$ cat src/rtl/id_ctrl_pipe_pkg.sv
// Shared decode-stage definitions: opcodes, bundle widths and control field positions.
package mips_ctrl_pkg;

    localparam int unsigned OP_W = 6;

    localparam logic [OP_W-1:0] OP_RTYPE = 6'b000000;
    localparam logic [OP_W-1:0] OP_LW    = 6'b100011;
    localparam logic [OP_W-1:0] OP_SW    = 6'b101011;
    localparam logic [OP_W-1:0] OP_BEQ   = 6'b000100;
    localparam logic [OP_W-1:0] OP_ADDI  = 6'b001000;
    localparam logic [OP_W-1:0] OP_NOP   = 6'b100000;

    localparam int unsigned WB_W  = 2;
    localparam int unsigned MEM_W = 3;
    localparam int unsigned EX_W  = 4;

    localparam int unsigned WB_REGWRITE  = 1;
    localparam int unsigned WB_MEMTOREG  = 0;
    localparam int unsigned MEM_BRANCH   = 2;
    localparam int unsigned MEM_MEMREAD  = 1;
    localparam int unsigned MEM_MEMWRITE = 0;
    localparam int unsigned EX_REGDST    = 3;
    localparam int unsigned EX_ALUOP_LO  = 1;
    localparam int unsigned EX_ALUSRC    = 0;

    typedef enum logic [1:0] {
        ALUOP_ADD   = 2'b00,
        ALUOP_SUB   = 2'b01,
        ALUOP_RTYPE = 2'b10
    } aluop_e;

endpackage

$ cat src/rtl/id_ctrl_pipe_decode_rom.sv
// Combinational opcode decoder producing the WB/MEM/EX control bundles.
module ctrl_decode_rom
    import mips_ctrl_pkg::*;
#(
    parameter int unsigned OPCODE_W = 6,
    parameter bit          EN_ADDI  = 1'b1
) (
    input  logic [OPCODE_W-1:0] opcode,
    output logic [WB_W-1:0]     wb,
    output logic [MEM_W-1:0]    mem,
    output logic [EX_W-1:0]     ex,
    output logic                uses_rt,
    output logic                illegal
);

    // Table lookup; unknown opcodes fall through to an all-zero bundle flagged illegal.
    always_comb begin
        wb      = '0;
        mem     = '0;
        ex      = '0;
        uses_rt = 1'b0;
        illegal = 1'b0;
        case (opcode)
            OPCODE_W'(OP_RTYPE): begin
                wb[WB_REGWRITE]         = 1'b1;
                ex[EX_REGDST]           = 1'b1;
                ex[EX_ALUOP_LO +: 2]    = ALUOP_RTYPE;
                uses_rt                 = 1'b1;
            end
            OPCODE_W'(OP_LW): begin
                wb[WB_REGWRITE]         = 1'b1;
                wb[WB_MEMTOREG]         = 1'b1;
                mem[MEM_MEMREAD]        = 1'b1;
                ex[EX_ALUSRC]           = 1'b1;
            end
            OPCODE_W'(OP_SW): begin
                mem[MEM_MEMWRITE]       = 1'b1;
                ex[EX_ALUSRC]           = 1'b1;
                uses_rt                 = 1'b1;
            end
            OPCODE_W'(OP_BEQ): begin
                mem[MEM_BRANCH]         = 1'b1;
                ex[EX_ALUOP_LO +: 2]    = ALUOP_SUB;
                uses_rt                 = 1'b1;
            end
            OPCODE_W'(OP_ADDI): begin
                if (EN_ADDI) begin
                    wb[WB_REGWRITE]     = 1'b1;
                    ex[EX_ALUSRC]       = 1'b1;
                end else begin
                    illegal             = 1'b1;
                end
            end
            OPCODE_W'(OP_NOP): begin
                illegal                 = 1'b0;
            end
            default: begin
                illegal                 = 1'b1;
            end
        endcase
    end

endmodule

$ cat src/rtl/id_ctrl_pipe.sv
// Decode-stage control generator: decodes IF/ID, detects load-use hazards and
// registers the control bundles into the ID/EX slice.
module id_ctrl_pipe
    import mips_ctrl_pkg::*;
#(
    parameter int unsigned OPCODE_W = 6,
    parameter int unsigned REG_W    = 5,
    parameter int unsigned CNT_W    = 16,
    parameter bit          EN_ADDI  = 1'b1
) (
    input  logic                clk,
    input  logic                rst,
    input  logic                in_valid,
    input  logic [OPCODE_W-1:0] opcode,
    input  logic [REG_W-1:0]    id_rs,
    input  logic [REG_W-1:0]    id_rt,
    input  logic [REG_W-1:0]    ex_rt,
    input  logic                flush,
    output logic [WB_W-1:0]     wb,
    output logic [MEM_W-1:0]    mem,
    output logic [EX_W-1:0]     ex,
    output logic                ctrl_valid,
    output logic                hazard_stall,
    output logic                illegal_flag,
    output logic [CNT_W-1:0]    stall_count,
    output logic [CNT_W-1:0]    illegal_count
);

    logic [WB_W-1:0]  dec_wb;
    logic [MEM_W-1:0] dec_mem;
    logic [EX_W-1:0]  dec_ex;
    logic             dec_uses_rt;
    logic             dec_illegal;

    logic [WB_W-1:0]  wb_q,  wb_d;
    logic [MEM_W-1:0] mem_q, mem_d;
    logic [EX_W-1:0]  ex_q,  ex_d;
    logic             valid_q, valid_d;
    logic             illegal_q, illegal_d;
    logic [CNT_W-1:0] stall_cnt_q, stall_cnt_d;
    logic [CNT_W-1:0] illegal_cnt_q, illegal_cnt_d;
    logic             hazard;

    ctrl_decode_rom #(
        .OPCODE_W (OPCODE_W),
        .EN_ADDI  (EN_ADDI)
    ) u_rom (
        .opcode  (opcode),
        .wb      (dec_wb),
        .mem     (dec_mem),
        .ex      (dec_ex),
        .uses_rt (dec_uses_rt),
        .illegal (dec_illegal)
    );

    // Load-use detection: a load in ID/EX whose destination feeds the ID instruction.
    always_comb begin
        hazard = valid_q && mem_q[MEM_MEMREAD] && (ex_rt != '0) && in_valid &&
                 ((ex_rt == id_rs) || (dec_uses_rt && (ex_rt == id_rt)));
    end

    // Next ID/EX slice contents and counter updates, in flush > stall > idle > decode priority.
    always_comb begin
        wb_d          = '0;
        mem_d         = '0;
        ex_d          = '0;
        valid_d       = 1'b0;
        illegal_d     = illegal_q;
        stall_cnt_d   = stall_cnt_q;
        illegal_cnt_d = illegal_cnt_q;
        if (flush) begin
            valid_d = 1'b0;
        end else if (hazard) begin
            if (stall_cnt_q != '1) begin
                stall_cnt_d = stall_cnt_q + CNT_W'(1);
            end
        end else if (in_valid) begin
            wb_d    = dec_wb;
            mem_d   = dec_mem;
            ex_d    = dec_ex;
            valid_d = 1'b1;
            if (dec_illegal) begin
                illegal_d = 1'b1;
                if (illegal_cnt_q != '1) begin
                    illegal_cnt_d = illegal_cnt_q + CNT_W'(1);
                end
            end
        end
    end

    // ID/EX control register, sticky flag and counters.
    always_ff @(posedge clk or posedge rst) begin
        if (rst) begin
            wb_q          <= '0;
            mem_q         <= '0;
            ex_q          <= '0;
            valid_q       <= 1'b0;
            illegal_q     <= 1'b0;
            stall_cnt_q   <= '0;
            illegal_cnt_q <= '0;
        end else begin
            wb_q          <= wb_d;
            mem_q         <= mem_d;
            ex_q          <= ex_d;
            valid_q       <= valid_d;
            illegal_q     <= illegal_d;
            stall_cnt_q   <= stall_cnt_d;
            illegal_cnt_q <= illegal_cnt_d;
        end
    end

    assign wb            = wb_q;
    assign mem           = mem_q;
    assign ex            = ex_q;
    assign ctrl_valid    = valid_q;
    assign hazard_stall  = hazard;
    assign illegal_flag  = illegal_q;
    assign stall_count   = stall_cnt_q;
    assign illegal_count = illegal_cnt_q;

endmodule

$ cat config.mk
export PLATFORM = sky130hd
export DESIGN_NAME = id_ctrl_pipe
export DESIGN_NICKNAME = d
export VERILOG_FILES = /design/src/rtl/id_ctrl_pipe_pkg.sv /design/src/rtl/id_ctrl_pipe_decode_rom.sv /design/src/rtl/id_ctrl_pipe.sv
export SDC_FILE = /design/constraint.sdc
export NUM_CORES = 1
export LEC_CHECK = 0
export BUFFER_PORTS_ARGS = -buffer_cell sky130_fd_sc_hd__buf_4
export CAP_MARGIN = 10
export CORE_MARGIN = 5
export CORE_UTILIZATION = 45
export CTS_CLUSTER_DIAMETER = 60
export CTS_CLUSTER_SIZE = 16
export DETAILED_ROUTE_END_ITERATION = 7
export PLACE_DENSITY_LB_ADDON = 0.12
export SETUP_SLACK_MARGIN = 0.5
export SYNTH_ARGS = -nofsm -noshare
export SYNTH_HDL_FRONTEND = slang
export SYNTH_SLANG_ARGS = --single-unit
$ cat constraint.sdc
create_clock -name clk -period 1.8 [get_ports clk]
set_input_delay 0.18 -clock clk [delete_from_list [all_inputs] [get_ports clk]]
set_output_delay 0.18 -clock clk [all_outputs]
set_load 0.03 [all_outputs]
# [Word-level counts from Yosys, hierarchy flattened]
# Index checks and enable logic that the tools add are counted.
[classes] reduce_logical=15 multipliers=0 n_lt_le_gt_ge=0 n_div=0 bitwise_logic=3 shift=0 eq_ne=9 muxes=20 addsub=2
[ops] cell="16-bit by 1-bit adder with 16-bit output (second input constant)" count=2
[ops] cell="16-bit != test (second input constant)" count=2
[ops] cell="6-bit == test (second input constant)" count=3
[ops] cell="4-bit 2-to-1 mux" count=3
[ops] cell="5-bit == test" count=2
[ops] cell="1-bit 2-to-1 mux" count=10
[ops] cell="3-bit 2-to-1 mux" count=3
[ops] cell="3-bit OR reduction" count=3
[ops] cell="6-bit by 3-bit == test with 1-bit output (second input constant)" count=1
[ops] cell="6-bit by 4-bit == test with 1-bit output (second input constant)" count=1
[ops] cell="6-bit zero test" count=1
[ops] cell="2-bit 2-to-1 mux" count=3
[ops] cell="6-bit OR reduction" count=1
[ops] cell="1-bit logical AND" count=5
[ops] cell="5-bit AND reduction" count=1
[ops] cell="5-bit nonzero test" count=1
[ops] cell="2-bit one-hot mux with 2 select lines" count=1
[ops] cell="4-bit AND reduction" count=1
[ops] cell="1-bit NOT" count=3
[ops] cell="3-bit AND reduction" count=1
[ops] cell="1-bit logical OR" count=1
[word_totals] mem_bits_ro=0 latchBits=0 reg_bits=43 ram_bits=0 mem_count=0

# [Longest topological paths before layout]
[logic_depth] ltp_word=8 depth_mapped=7 depth_no_buf=7

# [Cells and area by module]
# From an unflattened synthesis, not the netlist that was laid out.
[unflattened] cells_unflattened=205 hier_area_um2=2207.1
[by_module_without_submodules] mod="id_ctrl_pipe" cells_per_inst=181 seq_area_each_um2=1076.0 area_per_inst_um2=2024.4 instances=1
[by_module_without_submodules] mod="ctrl_decode_rom" cells_per_inst=24 seq_area_each_um2=0.0 area_per_inst_um2=182.7 instances=1

# [Least setup slack after synthesis]
# No wires, ideal clock.
[synth_path] kind="flip-flop to flip-flop" from="register stall_cnt_q[0] (netlist: stall_count[0])" to="register stall_cnt_q[4] (netlist: stall_count[4])" stages_incl_launch_ff=8 path_slack_ns=-0.253 required_time_ns=1.666 setup_ns=0.134 arrival_ns=1.918 cell_sequence="dfrtp_1 > ha_1 > and4_1 > a31o_2 > a21oi_2 > buf_4 > nand4_1 > xnor2_1"
[synth_via] elab_chain_len=2
[synth_lines] element="from (decl)" line="id_ctrl_pipe.sv:40" source="logic [CNT_W-1:0] stall_cnt_q, stall_cnt_d;"
[synth_lines] element="from (signal assigned)" line="id_ctrl_pipe.sv:107" source="stall_cnt_q <= stall_cnt_d;"
[synth_lines] element="branches (longest 2 deep; another with 16-bit by 1-bit adder with 16-bit output)"
# Parallel ways; which one is timed is not known.
# A chain may end at the register's enable or synchronous reset.

# [Worst setup path after layout]
[layout_path] from="register stall_cnt_q[10] (netlist: stall_count[10])" to="register stall_cnt_q[13] (netlist: stall_count[13])"
# The elaborated chain is that of the path after synthesis.

==> results.md <==
- DRC viols: 0
- Clock skew: 0.00779 ns
- Slew HR: 65.5%
- Total congestion overflow: 0
- Area Overhead vs Synth: 81.6%
- Leak Pwr: 0.00177 uW
- Cell Pwr Density: 668 nW/um^2
- Nets: 357
- Share of cells above drive strength 1: 65.3%
- CP startpoint kind: flip-flop
- Peak supply drop: 0.823 mV
- DRT iter0 DRCs: 71
- Post-synth top flop: dfrtp_1
- Max Root-Sink Buffers: 2
- Status: complete, but fails checks
- Crit Path Class: flip-flop to flip-flop
- Final setup fails: 9
- TritonCTS clock tree: built
- Mean Syn Cell Area: 10.9 um^2
- Yosys Warn Count: 0
- Post-Route Utilization: 84.3%
- RSZ-0062 raised after global routing: true
- Vias per inst: 5.34
- Setup crit end kind: flip-flop
- Failing checks: setup timing
- Reg2reg end: stall_count[13]
- Placed wire-length estimate: 3800 um
- Rows: 24
- Via count: 2044
- Worst Reg-to-Reg Cells: 8
- Most common cell in the synthesized netlist: dfrtp_1
- Post-Route WL: 6500 um
- Die area: 5970 um^2
- Fin crit share: 102%
- Cts bufs inserted: 5
- H-tree depth: 2
- Antenna violations before repair: 0
- CTS Root Cell: clkbuf_8
- Pre-CTS WS: -0.164 ns
- Number of global-route vias before repair: 2134
- Cell accounting for the most synthesized area: dfrtp_1
- Max_cap viols: 0
- Slew @ Worst Pin: 0.517 ns
- Pre-antenna DRT Iters: 4
- FF+latch count, synth: 41
- Power, Total: 2470 uW
- Port bufs: 68
- Clock Latency Late Sink: 0.29 ns
- Cells after synthesis: 186
- ANT cells: 0
- Post-DP Area: 3110 um^2
- Die height: 77.3 um
- Post-synth EDFFs: 0
- Post-synth top area share: 50.4%
- Finished Cell Area: 3700 um^2
- RR Startpoint: stall_count[10]
- Period minus WS final: 1.83 ns
- Post-synthesis instance area: 2040 um^2
- Initial Utilization: 46.4%
- First-pass GRT wire length: 10300 um
- Pins Over Slew Limit: 0
- Min-delay worst type: input pin to asynchronous set/reset pin
- Crit-path max FO: 8
- Core ar.: 4380 um^2
- Final TNS setup: -0.194 ns
- Flop2flop setup slack: -0.03 ns
- Clock sink count: 41
- Required time at the endpoint of the critical path: 1.98 ns
- RePlAce Congestion: 0.816
- # fillers: 250
- Post-DR wirelength/cell: 17.0 um
- GRT Total Usage: 21.3%
- Largest cells by area after synthesis: dfrtp_1 50%, xnor2_1 12%, xor2_1 5.6%, nand4_1 5.5%, and3_1 3.7%
- WP data arrival: 2.02 ns
- Syn nets: 213
- Hold Violations, Final: 0
- Largest net degree at the start of global routing: 42
- CTS Hold Bufs: 0
- Number of routed nets with antenna violations: 0
- Final worst slack: -0.0350 ns
- F_max: 545 MHz
- FFs w/ async S/R, synth: 100%
- Die X: 77.3 um
- Commonest cells post-synth: 41 x dfrtp_1, 27 x xnor2_1, 18 x nand4_1
- # IOs: 69
- Seq/Total Area, Yosys: 50.4%
- Netlist cell types: 29
- Reg clk slew, reported paths: 0.08 ns
## critical path, cell delays in order (launching register included)
cell and delay [ns]:
dfrtp_2 0.42, and4_4 0.20, and3_4 0.19, a31o_4 0.24, a21oi_4 0.20, buf_12 0.14, buf_16 0.14, nand3_4 0.06
xnor2_1 0.13
## final cells by class
type                    count  area, um^2  area share [%]
flip-flops and latches     41        1040            28.3
clock inverters             1        5.00           0.135
inverters                   4        17.5           0.474
clock buffers               7        96.3            2.61
multi-input cells         136        1270            34.5
well taps                  52        65.1            1.76
repair buffers            142        1190            32.3
## power breakdown
part / leakage, uW / switching, uW / total (uW) / internal [uW]
clock: 0.0000542 / 314 / 660 / 347
combinational: 0.00118 / 398 / 780 / 381
sequential: 0.000534 / 43.6 / 1030 / 986
## cells by family (layout without fill, tap and decap cells)
kind of cell	Yosys count	count (layout)	synth area share, %
adder cells (fa/ha/maj)	3	3	1.72
buffers and inverters	9	154	2.34
AND/OR/NAND/NOR	84	84	24.5
multiplexers	3	3	1.60
flip-flops	41	41	50.4
XOR/XNOR	40	40	17.2
AO/OA/AOI/OAI	6	6	2.27
## stage by stage
step / cells / hold WS [ns]
2_1_floorplan: 186 / 0.248
3_3_place_gp: 348 / 0.344
3_5_place_dp: 348 / 0.355
4_1_cts: 374 / 0.0350
5_1_grt: 383 / 0.0736
6_report: 383 / 0.0155
## per-layer routing
layer  track usage (%)  up-vias  share of wire, %
met1              26.3     1003                40
met4              7.22        0               2.6
li1                  -      951                 -
met2              36.0       73                52
met5                 0        -                 0
met3              5.50       17               5.5
## cell usage in the layout, fill, tap and decap left out, types with 4 or more instances in the layout
cell type / netlist / final
dfrtp_2: 0 / 15
buf_6: 0 / 11
xnor2_1: 27 / 27
buf_4: 3 / 124
and3_4: 0 / 7
xor2_1: 13 / 12
and3_1: 12 / 5
clkbuf_8: 0 / 7
buf_12: 0 / 4
nand2_2: 0 / 5
nand4_1: 18 / 18
nor2_1: 11 / 9
dfrtp_1: 41 / 26
nor4_4: 1 / 6
## repair_timing
item                       4_1_cts  5_1_grt
setup endpoints to repair       42       42
cloned                           1        0
buffers inserted                17        9
pin swaps                       36       16
resized for setup               29       19
## sequential cells by signal, indices dropped and copies added (netlist names)
name           flops
illegal_flag       1
ctrl_valid         1
ex                 3
illegal_count     16
wb                 1
mem                3
stall_count       16
## worst max-delay path by stage
stage                                 from               end  slack, ns
after floorplan           illegal_count[0]  illegal_count[1]      -0.10
after CTS                  stall_count[10]   stall_count[15]       0.05
after global placement           opcode[1]    stall_count[1]      -0.13
after detailed placement          ex_rt[4]  illegal_count[5]      -0.16
after global routing       stall_count[10]   stall_count[15]      -0.11
final                      stall_count[10]   stall_count[13]      -0.03
No activity file was read; power rests on OpenSTA's default activity.
